## src/rtl/fetch_buffer.sv

```systemverilog
// Instruction fetch buffer: circular queue between the PC/instruction memory and IF/ID.
// Define FETCH_BUF_BYPASS_EN to present a response to IF/ID in the same cycle it returns.
module fetch_buffer #(
    parameter int DEPTH = 2
) (
    input  logic        clk,
    input  logic        reset,
    input  logic [31:0] pc,
    input  logic        flush,
    input  logic        stall,
    output logic        pc_stall,
    output logic        imem_req_valid,
    input  logic        imem_req_ready,
    output logic [31:0] imem_addr,
    input  logic        imem_resp_valid,
    input  logic [31:0] imem_resp_data,
    output logic        id_valid,
    output logic [31:0] id_pc,
    output logic [31:0] id_inst
);

    localparam int PTR_W = $clog2(DEPTH);
    localparam int CNT_W = PTR_W + 1;
    localparam logic [CNT_W-1:0] FULL = CNT_W'(DEPTH);
    localparam logic [31:0] NOP = 32'h00000013;

    logic [31:0]      pc_q   [DEPTH];
    logic [31:0]      inst_q [DEPTH];
    logic [DEPTH-1:0] filled_q;
    logic [PTR_W-1:0] head;
    logic [PTR_W-1:0] tail;
    logic [PTR_W-1:0] fill_idx;
    logic [CNT_W-1:0] count;
    logic [CNT_W-1:0] num_filled;
    logic [CNT_W-1:0] drop_cnt;
    logic [CNT_W-1:0] flush_sum;
    logic [CNT_W-1:0] flush_drop;
    logic             accept;
    logic             fill;
    logic             pop;
    logic             head_valid;
    logic             bypass_hit;

    function automatic logic [PTR_W-1:0] next_ptr(input logic [PTR_W-1:0] p);
        return (p == PTR_W'(DEPTH - 1)) ? '0 : p + PTR_W'(1);
    endfunction

    assign imem_req_valid = !reset && !flush && (count < FULL) && (drop_cnt == '0);
    assign accept         = imem_req_valid && imem_req_ready;
    assign pc_stall       = reset ? 1'b1 : (flush ? 1'b0 : !accept);
    assign imem_addr      = pc;

    // Entries fill in request order, so the filled ones always form a run starting at head.
    assign fill_idx = head + num_filled[PTR_W-1:0];
    assign fill     = !reset && !flush && imem_resp_valid && (drop_cnt == '0)
                      && (num_filled != count);

`ifdef FETCH_BUF_BYPASS_EN
    assign bypass_hit = fill && (num_filled == '0);
`else
    assign bypass_hit = 1'b0;
`endif

    assign head_valid = !reset && (filled_q[head] || bypass_hit);
    assign id_valid   = head_valid;
    assign id_pc      = head_valid ? pc_q[head] : 32'h0;
    assign id_inst    = !head_valid ? NOP : (bypass_hit ? imem_resp_data : inst_q[head]);
    assign pop        = head_valid && !stall && !flush;

    // Responses still owed for allocated-but-unfilled entries must be thrown away after a redirect.
    assign flush_sum  = drop_cnt + (count - num_filled);
    assign flush_drop = (imem_resp_valid && (flush_sum != '0)) ? flush_sum - CNT_W'(1) : flush_sum;

    always_ff @(posedge clk) begin
        if (reset) begin
            head       <= '0;
            tail       <= '0;
            count      <= '0;
            num_filled <= '0;
            drop_cnt   <= '0;
            filled_q   <= '0;
        end else if (flush) begin
            head       <= '0;
            tail       <= '0;
            count      <= '0;
            num_filled <= '0;
            filled_q   <= '0;
            drop_cnt   <= flush_drop;
        end else begin
            if (accept) begin
                pc_q[tail]     <= pc;
                filled_q[tail] <= 1'b0;
                tail           <= next_ptr(tail);
            end
            if (fill) begin
                inst_q[fill_idx]   <= imem_resp_data;
                filled_q[fill_idx] <= 1'b1;
            end
            // Pop comes last so a bypassed entry written and consumed together ends up empty.
            if (pop) begin
                filled_q[head] <= 1'b0;
                head           <= next_ptr(head);
            end
            if (imem_resp_valid && (drop_cnt != '0)) begin
                drop_cnt <= drop_cnt - CNT_W'(1);
            end
            count      <= count + CNT_W'(accept) - CNT_W'(pop);
            num_filled <= num_filled + CNT_W'(fill) - CNT_W'(pop);
        end
    end

endmodule

```

## config.mk

```make
export PLATFORM = sky130hd
export DESIGN_NAME = fetch_buffer
export DESIGN_NICKNAME = d
export VERILOG_FILES = /design/src/rtl/fetch_buffer.sv
export SDC_FILE = /design/constraint.sdc
export NUM_CORES = 1
export LEC_CHECK = 0
export CAP_MARGIN = 20
export CORE_ASPECT_RATIO = 1.75
export CORE_UTILIZATION = 51
export CTS_CLUSTER_DIAMETER = 120
export DETAILED_ROUTE_END_ITERATION = 16
export GPL_TIMING_DRIVEN = 0
export PLACE_DENSITY = 0.95
export SLEW_MARGIN = 20
export SYNTH_ARGS = -nofsm -noshare
export SYNTH_HDL_FRONTEND = slang
export SYNTH_SLANG_ARGS = --single-unit
export TNS_END_PERCENT = 100
```

## constraint.sdc

```tcl
create_clock -name clk -period 5.2 [get_ports clk]
set_clock_uncertainty 0.2 [all_clocks]
set_input_delay 1.04 -clock clk [delete_from_list [all_inputs] [get_ports clk]]
set_output_delay 1.04 -clock clk [all_outputs]
set_load 0.01 [all_outputs]
```

Word-level counts from Yosys, hierarchy flattened

Memory sizes are Yosys's and may differ from the RTL's. A register that Yosys moved wholly into a read port is not among the register bits.
Cells that the tools add are included.

Bits in registers: 10
Memories kept: 2
Memory bits (writable): 128

Memory list:

| memory | words | width | read ports | clocked after memory_dff | wr ports | line | source |
|---|---|---|---|---|---|---|---|
| inst_q | 2     | 32    | 1          | 1                        | 1        | 28   | `logic [31:0] inst_q [DEPTH];` |
| pc_q   | 2     | 32    | 1          | 1                        | 1        | 27   | `logic [31:0] pc_q [DEPTH];` |

Bitwise logic cells: 5
$add $sub $neg: 11
Equal/unequal tests: 1
$lt $le $gt $ge: 7
Reductions and logical operators: 24
Multiplexer cells: 36

Operator list:

| operator                                                   | count |
|---|---|
| two-way mux 32 bit                                         | 2 |
| two-way mux 1 bit                                          | 21 |
| two-way mux 2 bit                                          | 10 |
| logical AND 1 bit                                          | 15 |
| less-than comparator 1 x 2 -> 1 bit, second input constant | 3 |
| nonzero test 2 bit                                         | 3 |
| adder 2 x 1 -> 2 bit                                       | 2 |
| AND 2 bit                                                  | 2 |
| logical NOT 1 bit                                          | 4 |
| inverter 2 bit                                             | 2 |
| subtractor 2 x 1 -> 2 bit                                  | 2 |
| subtractor 2 x 1 -> 2 bit, second input constant           | 2 |
| demux 1 bit (select 1 bit)                                 | 3 |
| >= comparator 1 bit, second input constant                 | 3 |
| adder 1 bit, second input constant                         | 2 |
| adder 2 bit                                                | 1 |
| logical NOT 2 bit                                          | 1 |
| less-than comparator 2 bit, second input constant          | 1 |
| inequality test 2 bit                                      | 1 |
| OR 2 bit                                                   | 1 |
| OR reduction 2 bit                                         | 1 |
| subtractor 2 bit                                           | 1 |
| adder 1 bit                                                | 1 |

Depth between registers and ports, before layout

Word-level depth: 15
Mapped depth: 11
Gate-level depth less buffers: 11

Worst setup path after synthesis

OpenSTA, ideal clock, no wires.

Kind: input -> register
From: input reset
To: memory inst_q[1][0], enable pin
Arrival: 2.920 ns
Stages on the path: 4
Path buffers: 1
Library setup time: 0.421 ns
Setup slack: 1.659 ns
Cell sequence: buf_2 > nor2_4 > o2111ai_2 > nor2_1

Cells in the longest elaborated chain, start to end: 9

Ends and longest elaborated chain:

| item                                      | line | source |
|---|---|---|
| from (decl)                               | 7    | `input logic reset,` |
| logical NOT 1 bit                         | 55   | `assign fill = !reset && !flush && imem_resp_valid && (drop_cnt == '0)` |
| logical AND 1 bit (3 in series)           | 55   |  |
| logical AND 1 bit                         | 56   | `&& (num_filled != count);` |
| two-way mux 1 bit                         | 95   | `if (fill) begin` |
| two-way mux 1 bit                         | 82   | `end else if (flush) begin` |
| two-way mux 1 bit *                       | 75   | `if (reset) begin` |
| two-way mux 1 bit (not written as such) * | 96   | `inst_q[fill_idx] <= imem_resp_data;` |
| to (decl)                                 | 28   |  |

Every way passes the cells marked *; elsewhere a longest branch is shown, timed or not.

Final worst setup path

From: input flush
To: output imem_req_valid

Cells in the longest elaborated chain, start to end: 4

Ends and longest elaborated chain:

| item                            | line | source |
|---|---|---|
| from (decl)                     | 9    | `input logic flush,` |
| logical NOT 1 bit               | 48   | `assign imem_req_valid = !reset && !flush && (count < FULL) && (drop_cnt == '0);` |
| logical AND 1 bit (3 in series) | 48   |  |
| to (decl)                       | 12   | `output logic imem_req_valid,` |

No other way between the ends.

==> results summary <==
The run finished with clean final reports. Power spread over the standard cell area amounts to 317 nW/um^2. For the final routed database, the setup TNS stands at 0 ps.

The antenna diode count is 0. The half-perimeter wire length after detailed placement is 9110 microns. The number of global-route vias before repair came to 4012. The dominant synthesized flop cell is sky130_fd_sc_hd__edfxtp_1. The number of hold violations in the final report came out at 0. The region available for standard cell placement spans 11000 sq um. The standby leakage power came out at 2.83 nW.

The worst vdd rail ir drop is 0.000275 V. Yosys attributes the largest share of cell area to sky130_fd_sc_hd__edfxtp_1 67%, sky130_fd_sc_hd__mux2i_1 11%, sky130_fd_sc_hd__nor2_1 4.4%. The die outline height is 143 microns. Of the post-synthesis cell area, the dominant cell type holds 0.667. The initial core utilization is 0.522.

The fraction of registers with async set/reset is 0. The share of synthesized area occupied by flip-flops and latches came out at 0.705. The final-stage net count came out at 647. The TritonCTS clock tree is built. In this run the clock root is driven by a sky130_fd_sc_hd__clkbuf_16.

Entering global routing, the biggest net connects 34 pins. The synthesized design contains 128 enable-type register cells. The required time of the critical path is 3960 ps. At the pin with the least slew margin, the transition time is 800 ps. The remaining global-route overflow is 0.

The routed via count is 3731. The initial antenna violation count came out at 0. The wire length of the first global-routing pass came out at 19600 microns. The area of the die is 11700 sq um. The final worst-path cycle share came out at 0.752. The category of the most critical setup path is in2out. The global-route usage over all layers came out at 0.236. The peak clock frequency supported by timing is 256 MHz.

During synthesis, Yosys emitted a total of 0 warnings. STA classifies the critical path endpoint as an output pin. The setup slack of the most critical reg-to-reg path came out at 2640 ps. In this run the mean area of a mapped cell was 15.2 sq um. The routed length per instance is 18.1 microns. For this design, the CTS-stage hold fixing added 0 buffers. The congestion estimate from routability-driven global placement came to 0.788. The count of boundary I/O pins came out at 169. Synthesis handed over a netlist of 380 instances. The number of gates given a new drive strength after cts came out at 0. The min-delay analysis places its worst path in the category reg2reg. The placed instances occupy a cell area of 7680 sq um.

For this run, the detailed router's first-pass iteration total came to 4. The H-tree depth came out at 4. The count of nets left with antenna violations once routing finished came out at 0.

The CTS sink count came out at 139. The number of setup buffers added after CTS is 0. The post-synthesis to final-layout area growth came out at 43.7%.

STA puts the critical path data arrival time at 2670 ps. The clock transition at the registers of the reported paths is 50 ps. At the later pin of the worst-skew pair, clock insertion delay measures 410 ps.

The width of the chip is 82.3 microns. The count of unresolved DRC violations after routing came out at 0. The maximum clock insertion buffer count came out at 2. The detailed router finished its first iteration with 160 violations. The number of buffers added by the clock tree synthesis step came out at 17. The synthesized netlist contains 31 unique library cells.

The core utilization of the finished layout came out at 0.750. The fill cell total of the finished layout came out at 632. Synthesis inferred 139 register bits.

The worst path needs 3910 ps of the cycle, external delays included. Setup violations remaining at the end of the flow were counted as 0. The final instance area came out at 8280 sq um. Across the run, the number of max-cap violations was 0. Setup repair after global routing left no endpoint under its margin.

The worst setup path is launched from an input pin. The count of standard-cell rows came out at 51. After detailed routing, the total wire length is 12900 microns. Buffers placed on the I/O ports in this run total 167. The total nets after synthesis came out at 458. After detailed routing, the number of vias per cell comes to 5.23. The largest total area in the synthesized netlist belongs to sky130_fd_sc_hd__edfxtp_1. The critical-path maximum fanout came out at 10. The final count of pins violating max slew is 0. Measured against its own limit, the worst slew margin works out to 0.467.

The mapped netlist covers 5760 sq um. The share of cells above drive strength 1 came out at 0.158.
-- area by class of cell --
type / count / area (sq um) / area share
clock buffers: 18 / 429 / 0.0519
repair buffers: 170 / 1730 / 0.209
inverters: 8 / 30.0 / 0.00363
well taps: 132 / 165 / 0.0200
plain buffers: 48 / 319 / 0.0385
multi-input cells: 185 / 1370 / 0.165
flip-flops and latches: 139 / 4060 / 0.491
clock inverters: 13 / 169 / 0.0204
-- through the flow --
step / hold slack [ps] / power [mW] / cells / setup WS (ps)
after floorplan: 308 / 1.33 / 380 / 1660
after global placement: 318 / 1.42 / 679 / 677
after detailed placement: 334 / 1.43 / 682 / 1280
after CTS: 344 / 2.64 / 713 / 1270
after global routing: 375 / 2.69 / 713 / 1150
final: 338 / 2.62 / 713 / 1290
-- layout by cell type (no fill, tap or decap), types with 2 or more instances in the layout --
master / netlist / final
sky130_fd_sc_hd__a211oi_1: 2 / 2
sky130_fd_sc_hd__and2_1: 2 / 2
sky130_fd_sc_hd__buf_12: 0 / 3
sky130_fd_sc_hd__buf_2: 15 / 15
sky130_fd_sc_hd__buf_4: 32 / 32
sky130_fd_sc_hd__bufinv_16: 0 / 3
sky130_fd_sc_hd__clkbuf_1: 1 / 2
sky130_fd_sc_hd__clkbuf_16: 0 / 17
sky130_fd_sc_hd__clkdlybuf4s50_1: 0 / 167
sky130_fd_sc_hd__clkinv_4: 0 / 2
sky130_fd_sc_hd__clkinvlp_4: 0 / 4
sky130_fd_sc_hd__dfxtp_1: 11 / 11
sky130_fd_sc_hd__edfxtp_1: 128 / 128
sky130_fd_sc_hd__ha_1: 8 / 8
sky130_fd_sc_hd__inv_1: 8 / 8
sky130_fd_sc_hd__inv_6: 0 / 3
sky130_fd_sc_hd__mux2i_1: 64 / 64
sky130_fd_sc_hd__nand2_1: 5 / 5
sky130_fd_sc_hd__nand2b_1: 2 / 2
sky130_fd_sc_hd__nor2_1: 67 / 65
sky130_fd_sc_hd__nor2_4: 1 / 3
sky130_fd_sc_hd__nor2b_1: 2 / 2
sky130_fd_sc_hd__nor3_1: 4 / 4
sky130_fd_sc_hd__o21ba_2: 2 / 2
sky130_fd_sc_hd__xnor2_1: 9 / 9
sky130_fd_sc_hd__xor2_1: 4 / 4
-- worst paths after layout --
kind | end | startpoint | depth (start not counted)
min reg2reg | filled_q[1] | filled_q[1] | 3
min | filled_q[1] | filled_q[1] | 3
max reg2reg | drop_cnt[1] | drop_cnt[0] | 11
max | imem_req_valid | flush | 4
-- cell families after synthesis --
family	after synthesis	share of synthesized area
flip-flops	139	0.705
XOR/XNOR	13	0.0198
buffers and inverters	56	0.0606
AO/OA/AOI/OAI	12	0.0198
adder cells (fa/ha/maj)	8	0.0174
multiplexers	64	0.111
AND/OR/NAND/NOR	88	0.0658
-- synth_stat cells, types with 2 or more instances --
cell                       number
sky130_fd_sc_hd__a211oi_1       2
sky130_fd_sc_hd__and2_1         2
sky130_fd_sc_hd__and3_1         2
sky130_fd_sc_hd__buf_2         15
sky130_fd_sc_hd__buf_4         32
sky130_fd_sc_hd__dfxtp_1       11
sky130_fd_sc_hd__edfxtp_1     128
sky130_fd_sc_hd__ha_1           8
sky130_fd_sc_hd__inv_1          8
sky130_fd_sc_hd__mux2i_1       64
sky130_fd_sc_hd__nand2_1        5
sky130_fd_sc_hd__nand2b_1       2
sky130_fd_sc_hd__nor2_1        67
sky130_fd_sc_hd__nor2b_1        2
sky130_fd_sc_hd__nor3_1         4
sky130_fd_sc_hd__o21ba_2        2
sky130_fd_sc_hd__xnor2_1        9
sky130_fd_sc_hd__xor2_1         4
-- critical path: stages --
cell and delay (ps):
sky130_fd_sc_hd__clkdlybuf4s50_1 470, sky130_fd_sc_hd__clkbuf_1 250, sky130_fd_sc_hd__nor4b_1 320, sky130_fd_sc_hd__clkdlybuf4s50_1 580
-- flip-flops by register name, indices dropped and copies added (netlist names), named ones only --
name,count
count,2
drop_cnt,2
filled_q,2
head,1
inst_q,64
num_filled,2
pc_q,64
tail,1
-- power breakdown --
group	switching, mW	internal (mW)	leakage, nW	total, mW
clock network	0.456	0.755	0.279	1.21
logic	0.0663	0.104	1.31	0.170
registers	0.00593	1.23	1.24	1.24
total	0.528	2.09	2.83	2.62
-- layer usage --
| layer | wire [microns] | vias up | part of all wire | global-route usage |
|---|---|---|---|---|
| met5 | 0 | - | 0 | 0 |
| met4 | 371 | 0 | 0.029 | 0.120 |
| met3 | 865 | 31 | 0.067 | 0.0763 |
| met2 | 7380 | 166 | 0.57 | 0.429 |
| met1 | 4310 | 1806 | 0.33 | 0.226 |
| li1 | - | 1728 | - | - |
Note: power is estimated with default switching activity, not from simulation.
